--- src/rtl/recv_packet.sv ---
// USB packet receiver: sorts SIE bytes into PID, payload and status,
// holding back the trailing CRC16 bytes with a two-byte delay line.
//
// Ports:
//   clk, rst                 clock, async active-high reset
//   getPacketEn/getPacketRdy request one packet / idle with results valid
//   RxByteIn, RxCntlIn       byte from the SIE and its type (START/DATA/STOP)
//   RxByteValid, RxTimeOut   byte strobe, response-window timeout strobe
//   RxFifoData, RxFifoWEn    payload byte and write strobe to the RX FIFO
//   RxFifoFull               FIFO cannot accept a write this cycle
//   RxPID, pidError          PID nibble of the last START byte, PID check failure
//   RxStatus, RxByteCount    packet status flags, payload bytes written
module recv_packet (
  input  logic       clk,
  input  logic       rst,
  input  logic       getPacketEn,
  output logic       getPacketRdy,
  input  logic [7:0] RxByteIn,
  input  logic [7:0] RxCntlIn,
  input  logic       RxByteValid,
  input  logic       RxTimeOut,
  output logic [7:0] RxFifoData,
  output logic       RxFifoWEn,
  input  logic       RxFifoFull,
  output logic [3:0] RxPID,
  output logic [7:0] RxStatus,
  output logic       pidError,
  output logic [9:0] RxByteCount
);

  typedef enum logic [2:0] {
    IDLE, WAIT_PID, DATA, HSHK, DONE
  } state_t;

  state_t state, nextState;

  logic       isStart, isData, isStop;
  logic [3:0] pid;
  logic       pidBad, pidIsData;
  logic [7:0] line0, line1;
  logic [1:0] fill;
  logic       pending;
  logic [7:0] pendData;

  assign isStart = RxByteValid && (RxCntlIn == 8'h01);
  assign isData  = RxByteValid && (RxCntlIn == 8'h02);
  assign isStop  = RxByteValid && (RxCntlIn == 8'h03);

  assign pid       = RxByteIn[3:0];
  assign pidBad    = RxByteIn[7:4] != ~RxByteIn[3:0];
  assign pidIsData = !pidBad && (pid == 4'h3 || pid == 4'hB);

  // The emitted byte is registered; the FIFO full flag is judged in the
  // cycle the write is actually presented.
  assign RxFifoData = pendData;
  assign RxFifoWEn  = pending && !RxFifoFull;

  always_ff @(posedge clk or posedge rst) begin
    if (rst) state <= IDLE;
    else     state <= nextState;
  end

  always_comb begin
    nextState    = state;
    getPacketRdy = 1'b0;
    unique case (state)
      IDLE: begin
        getPacketRdy = 1'b1;
        if (getPacketEn) nextState = WAIT_PID;
      end
      WAIT_PID: begin
        if (isStart)        nextState = pidIsData ? DATA : HSHK;
        else if (RxTimeOut) nextState = DONE;
      end
      DATA, HSHK: begin
        if (isStart)     nextState = pidIsData ? DATA : HSHK;
        else if (isStop) nextState = DONE;
      end
      DONE:    nextState = IDLE;
      default: nextState = IDLE;
    endcase
  end

  always_ff @(posedge clk or posedge rst) begin
    if (rst) begin
      RxPID       <= 4'h0;
      RxStatus    <= 8'h00;
      pidError    <= 1'b0;
      RxByteCount <= 10'd0;
      line0       <= 8'h00;
      line1       <= 8'h00;
      fill        <= 2'd0;
      pending     <= 1'b0;
      pendData    <= 8'h00;
    end else begin
      pending <= 1'b0;
      if (pending) begin
        if (RxFifoFull)                  RxStatus[2] <= 1'b1;
        else if (RxByteCount != 10'd1023) RxByteCount <= RxByteCount + 10'd1;
      end
      unique case (state)
        IDLE: begin
          if (getPacketEn) begin
            RxPID       <= 4'h0;
            RxStatus    <= 8'h00;
            pidError    <= 1'b0;
            RxByteCount <= 10'd0;
            fill        <= 2'd0;
          end
        end
        WAIT_PID, DATA, HSHK: begin
          if (isStart) begin
            // A START outside WAIT_PID restarts the packet from scratch.
            RxPID         <= pid;
            pidError      <= pidBad;
            RxByteCount   <= 10'd0;
            fill          <= 2'd0;
            RxStatus[6:0] <= {pidIsData && pid == 4'hB,
                              !pidBad && pid == 4'h2,
                              !pidBad && pid == 4'hE,
                              !pidBad && pid == 4'hA,
                              3'b000};
          end else if (state == WAIT_PID) begin
            if (RxTimeOut) RxStatus[7] <= 1'b1;
          end else if (isStop) begin
            RxStatus[1:0] <= RxByteIn[1:0];
            fill          <= 2'd0;
          end else if (isData && state == DATA) begin
            if (fill == 2'd2) begin
              pending  <= 1'b1;
              pendData <= line1;
            end else begin
              fill <= fill + 2'd1;
            end
            line1 <= line0;
            line0 <= RxByteIn;
          end
        end
        default: ;
      endcase
    end
  end

endmodule

--- config.mk ---
export PLATFORM = sky130hd
export DESIGN_NAME = recv_packet
export DESIGN_NICKNAME = d
export VERILOG_FILES = /design/src/rtl/recv_packet.sv
export SDC_FILE = /design/constraint.sdc
export NUM_CORES = 1
export LEC_CHECK = 0
export BUFFER_PORTS_ARGS = -buffer_cell sky130_fd_sc_hd__buf_2
export CAP_MARGIN = 15
export CELL_PAD_IN_SITES_DETAIL_PLACEMENT = 0
export CELL_PAD_IN_SITES_GLOBAL_PLACEMENT = 2
export CORE_ASPECT_RATIO = 0.8
export CORE_MARGIN = 3
export CORE_UTILIZATION = 37
export DETAILED_ROUTE_END_ITERATION = 6
export PLACE_DENSITY = 0.86
export SLEW_MARGIN = 20
export SYNTH_ARGS = -nofsm -noshare
export SYNTH_HDL_FRONTEND = slang
export SYNTH_SLANG_ARGS = --single-unit
--- constraint.sdc ---
create_clock -name clk -period 4.1 [get_ports clk]
set_input_delay 0.41 -clock clk [delete_from_list [all_inputs] [get_ports clk]]
set_output_delay 0.41 -clock clk [all_outputs]
set_load 0.03 [all_outputs]
==> impl_metrics.csv, run 1 <==
group,metric,value,unit
global_routing,grt-ovfl-total,0,
sta,slew_headroom,47.58,%
layout,drive_gt1_share,34.91,%
detailed_routing,drc_errors,0,
sta,hold_ws,0.2833,ns
sta,fin_tns_setup,0,ns
yosys,syn_area,2512,um^2
place,dpl.hpwl,3693,um
die,ios,55,
global_routing,grt_pass1_vias,1798,
clocking,clockBufferDepth,2,
detailed_routing,wire_per_inst,13.87,um
yosys,avgSynthCellArea,11.47,um^2
clocking,post_cts_buffers,0,
clocking,clkLatencyLatePin,0.30,ns
sta,rsz0062_at_grt,"false",
layout,finalNetCount,299,
detailed_routing,postRouteAntennaNets,0,
die,core,6474,um^2
sta,min_period_over_period,50.73,%
pwr,p_per_area,435.5,nW/um^2
detailed_routing,viasPerCell,4.967,
clocking,cts_sinks,53,
yosys,ys_ff_latch,53,
yosys,synth_top_family_by_area,"multiplexers",
place,port-buffer-count,54,
global_routing,grt_start_max_net_pins,54,
sta,hold_viol_final,0,
global_routing,antenna_found_initial,0,
clocking,root_buffer,"clkbuf_8",
sta,fin_skew,0.005719,ns
detailed_routing,wl,4978,um
clocking,clk_pin_slew_worst_paths,0.09,ns
clocking,cts_hold_buf,0,
die,start_util,38.81,%
worst_setup_path,cp_max_fo,21,
yosys,synth_area_leaders,"dfrtp_1, mux2_2, mux2_4, inv_1, mux2i_1",
job,drv.max_cap_violation_count,0,
die,die_height,79.71,um
place,placed_cells,352,
worst_setup_path,cp-startpoint,"state[2]",
yosys,synth_xor_area_share,1.743,%
worst_setup_path,cp_cell_sequence,"nor4b_1, nand4_1, buf_4, or2_1, mux2_4",
worst_setup_path,path_delay_family,"simple AND/OR/NAND/NOR gates",
detailed_routing,first_pass_iters,4,
worst_setup_path,crit_buf_inv,1,
worst_setup_path,crit_path_end_kind,"flop",
yosys,synth_nets,243,
sta,maxSlewViolCount,0,
worst_setup_path,worst_ep_arrival_time,2.27,ns
clocking,htreeDepth,2,
global_routing,track_usage,13.64,%
yosys,synthMuxAreaShare,15.84,%
worst_setup_path,worstPathRequired,4.29,ns
worst_setup_path,r2r-start,"state[2]",
sta,min_period,2.080,ns
layout,num-fill-cells,629,
outcome,run_status,"finished clean",
worst_setup_path,slowest_delay,0.48,ns
yosys,netlist.area_leader.share,52.79,%
sta,setup_viol,0,
die,die_x,98.13,um
pwr,leakagePower,1.523,nW
worst_setup_path,critPathSlowestCell,"dfrtp_1",
yosys,synth_compound_area_share,9.811,%
place,gp_congestion,0.7189,
yosys,ys_types,45,
worst_setup_path,criticalPathCategory,"reg -> reg",
sta,fmax,0.4808,GHz
clocking,postCtsResizedCells,0,
layout,stdcell_count,359,
yosys,async_reset_ff_share,100.0,%
yosys,yosysSeqAreaShare,52.79,%
yosys,syn_inst,219,
die,rows,26,
layout,area_growth,18.08,%
clocking,cts_tree,"built",
worst_hold_path,hold_class,"in -> async",
detailed_routing,first_iter_violations,55,
detailed_routing,num_vias,1783,
yosys,synth_fa_ha_area_share,0.9960,%
yosys,synth_warnings,0,
yosys,synth-simple-area-share,14.39,%
global_routing,grt_pass1_wl,8521,um
die,die-area,7821,um^2
yosys,ys.flop_type,"dfrtp_1",
yosys,synth_edf_count,0,
layout,diodes,0,
pwr,vdd_drop_max,0.0002203,V
yosys,post-synth-top-area-cell,"dfrtp_1",
worst_setup_path,worstSetupStartpointType,"flop",
clocking,cts_buffers,5,
sta,worstMarginPinSlew,0.7792,ns
metrics by stage:
stage                     instance area, um^2  utilization (%)  total power, W  setup WS, ns
after global placement                   2859            44.16       0.0009605         1.856
after detailed placement                 2859            44.16       0.0009617         1.818
after floorplan                          2512                -       0.0008685         1.860
after CTS                                2967            45.83        0.001318         1.984
after global routing                     2967            45.83        0.001371         1.845
final                                    2967            45.83        0.001292         2.020
synth_stat cells (all sizes together) (2+ instances only):
cell    count
nand4b      2
nor2       15
a31oi       2
mux2       27
a21oi       7
clkbuf      3
nor4        3
xnor2       4
nand2b      3
o31ai       2
dfrtp      53
nor2b       3
buf         4
and3        3
nand4       3
o21ai       9
a211oi      4
nor3        5
or3         5
nor4b       2
nand2      14
mux2i       6
ha          2
inv        18
o22ai       4
nand3       4
cells by family (layout without fill, tap and decap cells):
kind of cell	after synthesis	count (layout)
xor+xnor	5	5
fa+ha+maj	2	2
buf+inv	25	81
mux	33	33
flops	53	53
compound gates	36	36
simple gates	65	65
power by group:
| part | total [W] | switching (W) | internal [W] | leakage [nW] |
|---|---|---|---|---|
| Combinational | 0.000340 | 0.000219 | 0.000121 | 0.738 |
| Clock | 0.000347 | 0.000166 | 0.000181 | 0.0546 |
| Sequential | 0.000606 | 0.0000402 | 0.000565 | 0.730 |
cell type report:
type	instances	area [um^2]	share of cell area [%]
clock inverter	2	38.79	1.307
sequential	53	1326	44.71
inverter	18	67.56	2.278
multi-input combinational	141	1075	36.23
clock buffer	5	68.82	2.320
tap	84	105.1	3.543
timing repair buffer	56	285.3	9.616
sequential cells by signal, summed over array words and instances (netlist names):
signal	cells
pending	1
RxPID	4
line0	8
fill	2
RxByteCount	10
line1	8
RxStatus	8
state	3
pidError	1
RxFifoData	8
final timing paths:
path | cells after the start | to | slack, ns
worst max-delay path | 5 | RxFifoData[3] | 2.02
worst min-delay path | 3 | RxFifoData[2] | 0.28
worst max register to register | 5 | RxFifoData[3] | 2.02
worst min register to register | 2 | RxStatus[2] | 0.50
max in group asynchronous | 3 | RxStatus[4] | 3.38
min in group clk | 2 | line0[7] | 0.36
worst register-to-register path: cells and delay by family (launching register included):
kind,cells,cell delay [ns]
buf+inv,1,0.24
flops,1,0.48
simple gates,3,0.89
mux,1,0.37
routing by layer:
layer	global-route usage [%]	vias up	share of wire (%)
li1	-	889	-
met1	18.42	846	51
met2	21.47	43	43
met3	4.105	5	5.0
met4	3.683	0	1.1
met5	0	-	0
layout by cell type, fill, tap and decap left out, drive strengths merged, types with 2 or more instances in the layout:
master  synthesis  routed
buf             4      56
dfrtp          53      53
mux2           27      27
inv            18      19
nor2           15      15
nand2          14      14
o21ai           9       9
a21oi           7       7
mux2i           6       6
or3             5       5
clkbuf          3       5
nor3            5       5
a211oi          4       4
xnor2           4       4
o22ai           4       4
nand3           4       4
nand2b          3       3
nor4            3       3
and3            3       3
nor2b           3       3
nand4           3       3
a31oi           2       2
ha              2       2
nor4b           2       2
nand4b          2       2
o31ai           2       2
Power figures use the tool's default switching activity.
==> inputs of run 2 (changes only) <==
--- a/config.mk
+++ b/config.mk
@@ -11,9 +11,9 @@
 export CELL_PAD_IN_SITES_GLOBAL_PLACEMENT = 2
 export CORE_ASPECT_RATIO = 0.8
 export CORE_MARGIN = 3
-export CORE_UTILIZATION = 37
+export CORE_UTILIZATION = 31
 export DETAILED_ROUTE_END_ITERATION = 6
-export PLACE_DENSITY = 0.86
+export PLACE_DENSITY = 0.78
 export SLEW_MARGIN = 20
 export SYNTH_ARGS = -nofsm -noshare
 export SYNTH_HDL_FRONTEND = slang
==> constraint.sdc (replaced) <==
create_clock -name clk -period 1.7 [get_ports clk]
set_input_delay 0.17 -clock clk [delete_from_list [all_inputs] [get_ports clk]]
set_output_delay 0.17 -clock clk [all_outputs]
set_load 0.03 [all_outputs]
==> impl_metrics.csv, run 2 (synthesis gave the netlist of run 1 again) <==
group,metric,value,unit
clocking,root_buffer,"clkbuf_8",
sta,hold_viol_final,0,
worst_setup_path,cp_cell_sequence,"nor4b_2, nand4_1, or2_1, buf_12, mux2_4",
die,ios,55,
die,core,7637,um^2
die,start_util,32.90,%
worst_setup_path,path_delay_family,"simple AND/OR/NAND/NOR gates",
layout,diodes,0,
pwr,p_per_area,1031,nW/um^2
worst_setup_path,crit_buf_inv,1,
layout,fin_util,42.15,%
global_routing,track_usage,13.31,%
detailed_routing,first_iter_violations,40,
worst_setup_path,worstSetupStartpointType,"flop",
detailed_routing,wire_per_inst,14.16,um
global_routing,grt_start_max_net_pins,26,
die,die_x,106.7,um
detailed_routing,drc_errors,0,
layout,final_common_cell,"buf_2",
global_routing,antenna_found_initial,0,
clocking,clk_pin_slew_worst_paths,0.10,ns
sta,min_period,1.682,ns
detailed_routing,num_vias,1866,
worst_setup_path,criticalPathCategory,"reg -> reg",
global_routing,grt_pass1_vias,1938,
worst_setup_path,worstPathRequired,1.89,ns
sta,fmax,0.5946,GHz
worst_hold_path,hold_class,"in -> reg",
die,die-area,9227,um^2
outcome,run_status,"finished clean",
layout,num-fill-cells,760,
job,drv.max_cap_violation_count,0,
sta,worstMarginPinSlew,0.4674,ns
sta,min_period_over_period,98.93,%
worst_setup_path,crit_path_end_kind,"flop",
detailed_routing,first_pass_iters,4,
sta,maxSlewViolCount,0,
worst_setup_path,regToRegSetupSlack,0.02,ns
pwr,leakagePower,1.628,nW
clocking,cts_tree,"built",
worst_hold_path,min_delay_path_depth,3,
sta,rsz0062_at_grt,"true",
detailed_routing,postRouteAntennaNets,0,
layout,seqCellArea,1329,um^2
worst_hold_path,min_from,"RxFifoFull",
clocking,cts_buffers,5,
global_routing,grt_pass1_wl,9742,um
sta,setup_viol,0,
sta,slew_headroom,68.80,%
worst_setup_path,worst_ep_arrival_time,1.88,ns
worst_setup_path,critPathSlowestCell,"dfrtp_1",
layout,top_register,"RxByteCount",
layout,multiInputGateArea,1125,um^2
worst_setup_path,r2r-start,"state[0]",
worst_hold_path,hold_end,"RxStatus[2]",
place,dpl.hpwl,4351,um
pwr,vdd_drop_max,0.0007505,V
clocking,clkLatencyLatePin,0.30,ns
clocking,cts_sinks,53,
layout,finalNetCount,318,
detailed_routing,viasPerCell,4.665,
clocking,clockBufferDepth,2,
layout,largest_reg_flops,10,
place,port-buffer-count,54,
worst_setup_path,r2r_cells,5,
die,rows,28,
place,gp_congestion,0.7943,
clocking,htreeDepth,2,
place,placed_cells,391,
layout,layout_common_cells,"buf_2, dfrtp_1, mux2_2, buf_4, inv_1",
layout,stdcell_count,400,
clocking,post_cts_buffers,0,
global_routing,grt-ovfl-total,0,
worst_setup_path,r2r_end,"RxFifoData[2]",
layout,area_growth,28.14,%
worst_setup_path,slowest_delay,0.41,ns
layout,drive_gt1_share,41.02,%
die,die_height,86.52,um
detailed_routing,wl,5662,um
sta,fin_skew,0.005578,ns
worst_setup_path,cp_max_fo,9,
## run 2: how the worst max path moves through the flow
stage | startpoint | to | slack (ns) | cells after the start
after CTS | state[2] | RxFifoData[2] | 0.02 | 5
final | state[0] | RxFifoData[2] | 0.02 | 5
after global routing | state[0] | RxFifoData[2] | -0.05 | 5
after detailed placement | RxCntlIn[4] | state[0] | -0.03 | 7
after floorplan | state[0] | RxFifoData[0] | -0.04 | 6
after global placement | RxCntlIn[4] | state[0] | 0.01 | 7
## run 2: worst reg2reg max path, cell delays in order, from the launching register on
cell,delay [ns]
dfrtp_1,0.41
nor4b_2,0.26
nand4_1,0.15
or2_1,0.29
buf_12,0.16
mux2_4,0.29
## run 2: layout make-up
class	count	area share (%)
flip-flops and latches	53	41.27
inverters	18	2.099
multi-input cells	141	34.94
well taps	105	4.081
clock buffers	6	2.254
repair buffers	75	14.15
clock inverters	2	1.205
## run 2: layer usage
layer / track usage [%] / share of wire, % / vias up
met3: 2.829 / 4.3 / 5
met2: 21.26 / 45 / 43
met5: 0 / 0 / -
li1: - / - / 933
met1: 18.38 / 50 / 885
met4: 3.833 / 1.0 / 0
## run 2: timing repair
action                                  CTS  global route
hold buffers                              1             0
endpoints found under the setup margin    7            15
gates resized for setup                   1             4
endpoints found under the hold margin    19             0
pin swaps                                 0             3
## run 2: report_power, final
| group | leakage [nW] | switching (W) | internal, W |
|---|---|---|---|
| clock network | 0.0554 | 0.000426 | 0.000443 |
| registers | 0.727 | 0.0000661 | 0.00136 |
| logic | 0.846 | 0.000618 | 0.000402 |
## run 2: per-stage QoR
step | power, W | cell area [um^2] | hold WS (ns) | TNS [ns] | setup WS [ns]
global route | 0.003522 | 3219 | 0.1079 | -0.3782 | -0.05412
finish | 0.003320 | 3219 | 0.1255 | 0 | 0.01812
global placement | 0.002464 | 3068 | 0.2281 | 0 | 0.01043
detailed placement | 0.002478 | 3068 | 0.2250 | -0.04018 | -0.03207
floorplan | 0.002118 | 2535 | 0.3060 | -0.3279 | -0.04098
CTS | 0.003361 | 3196 | 0.1194 | 0 | 0.01506
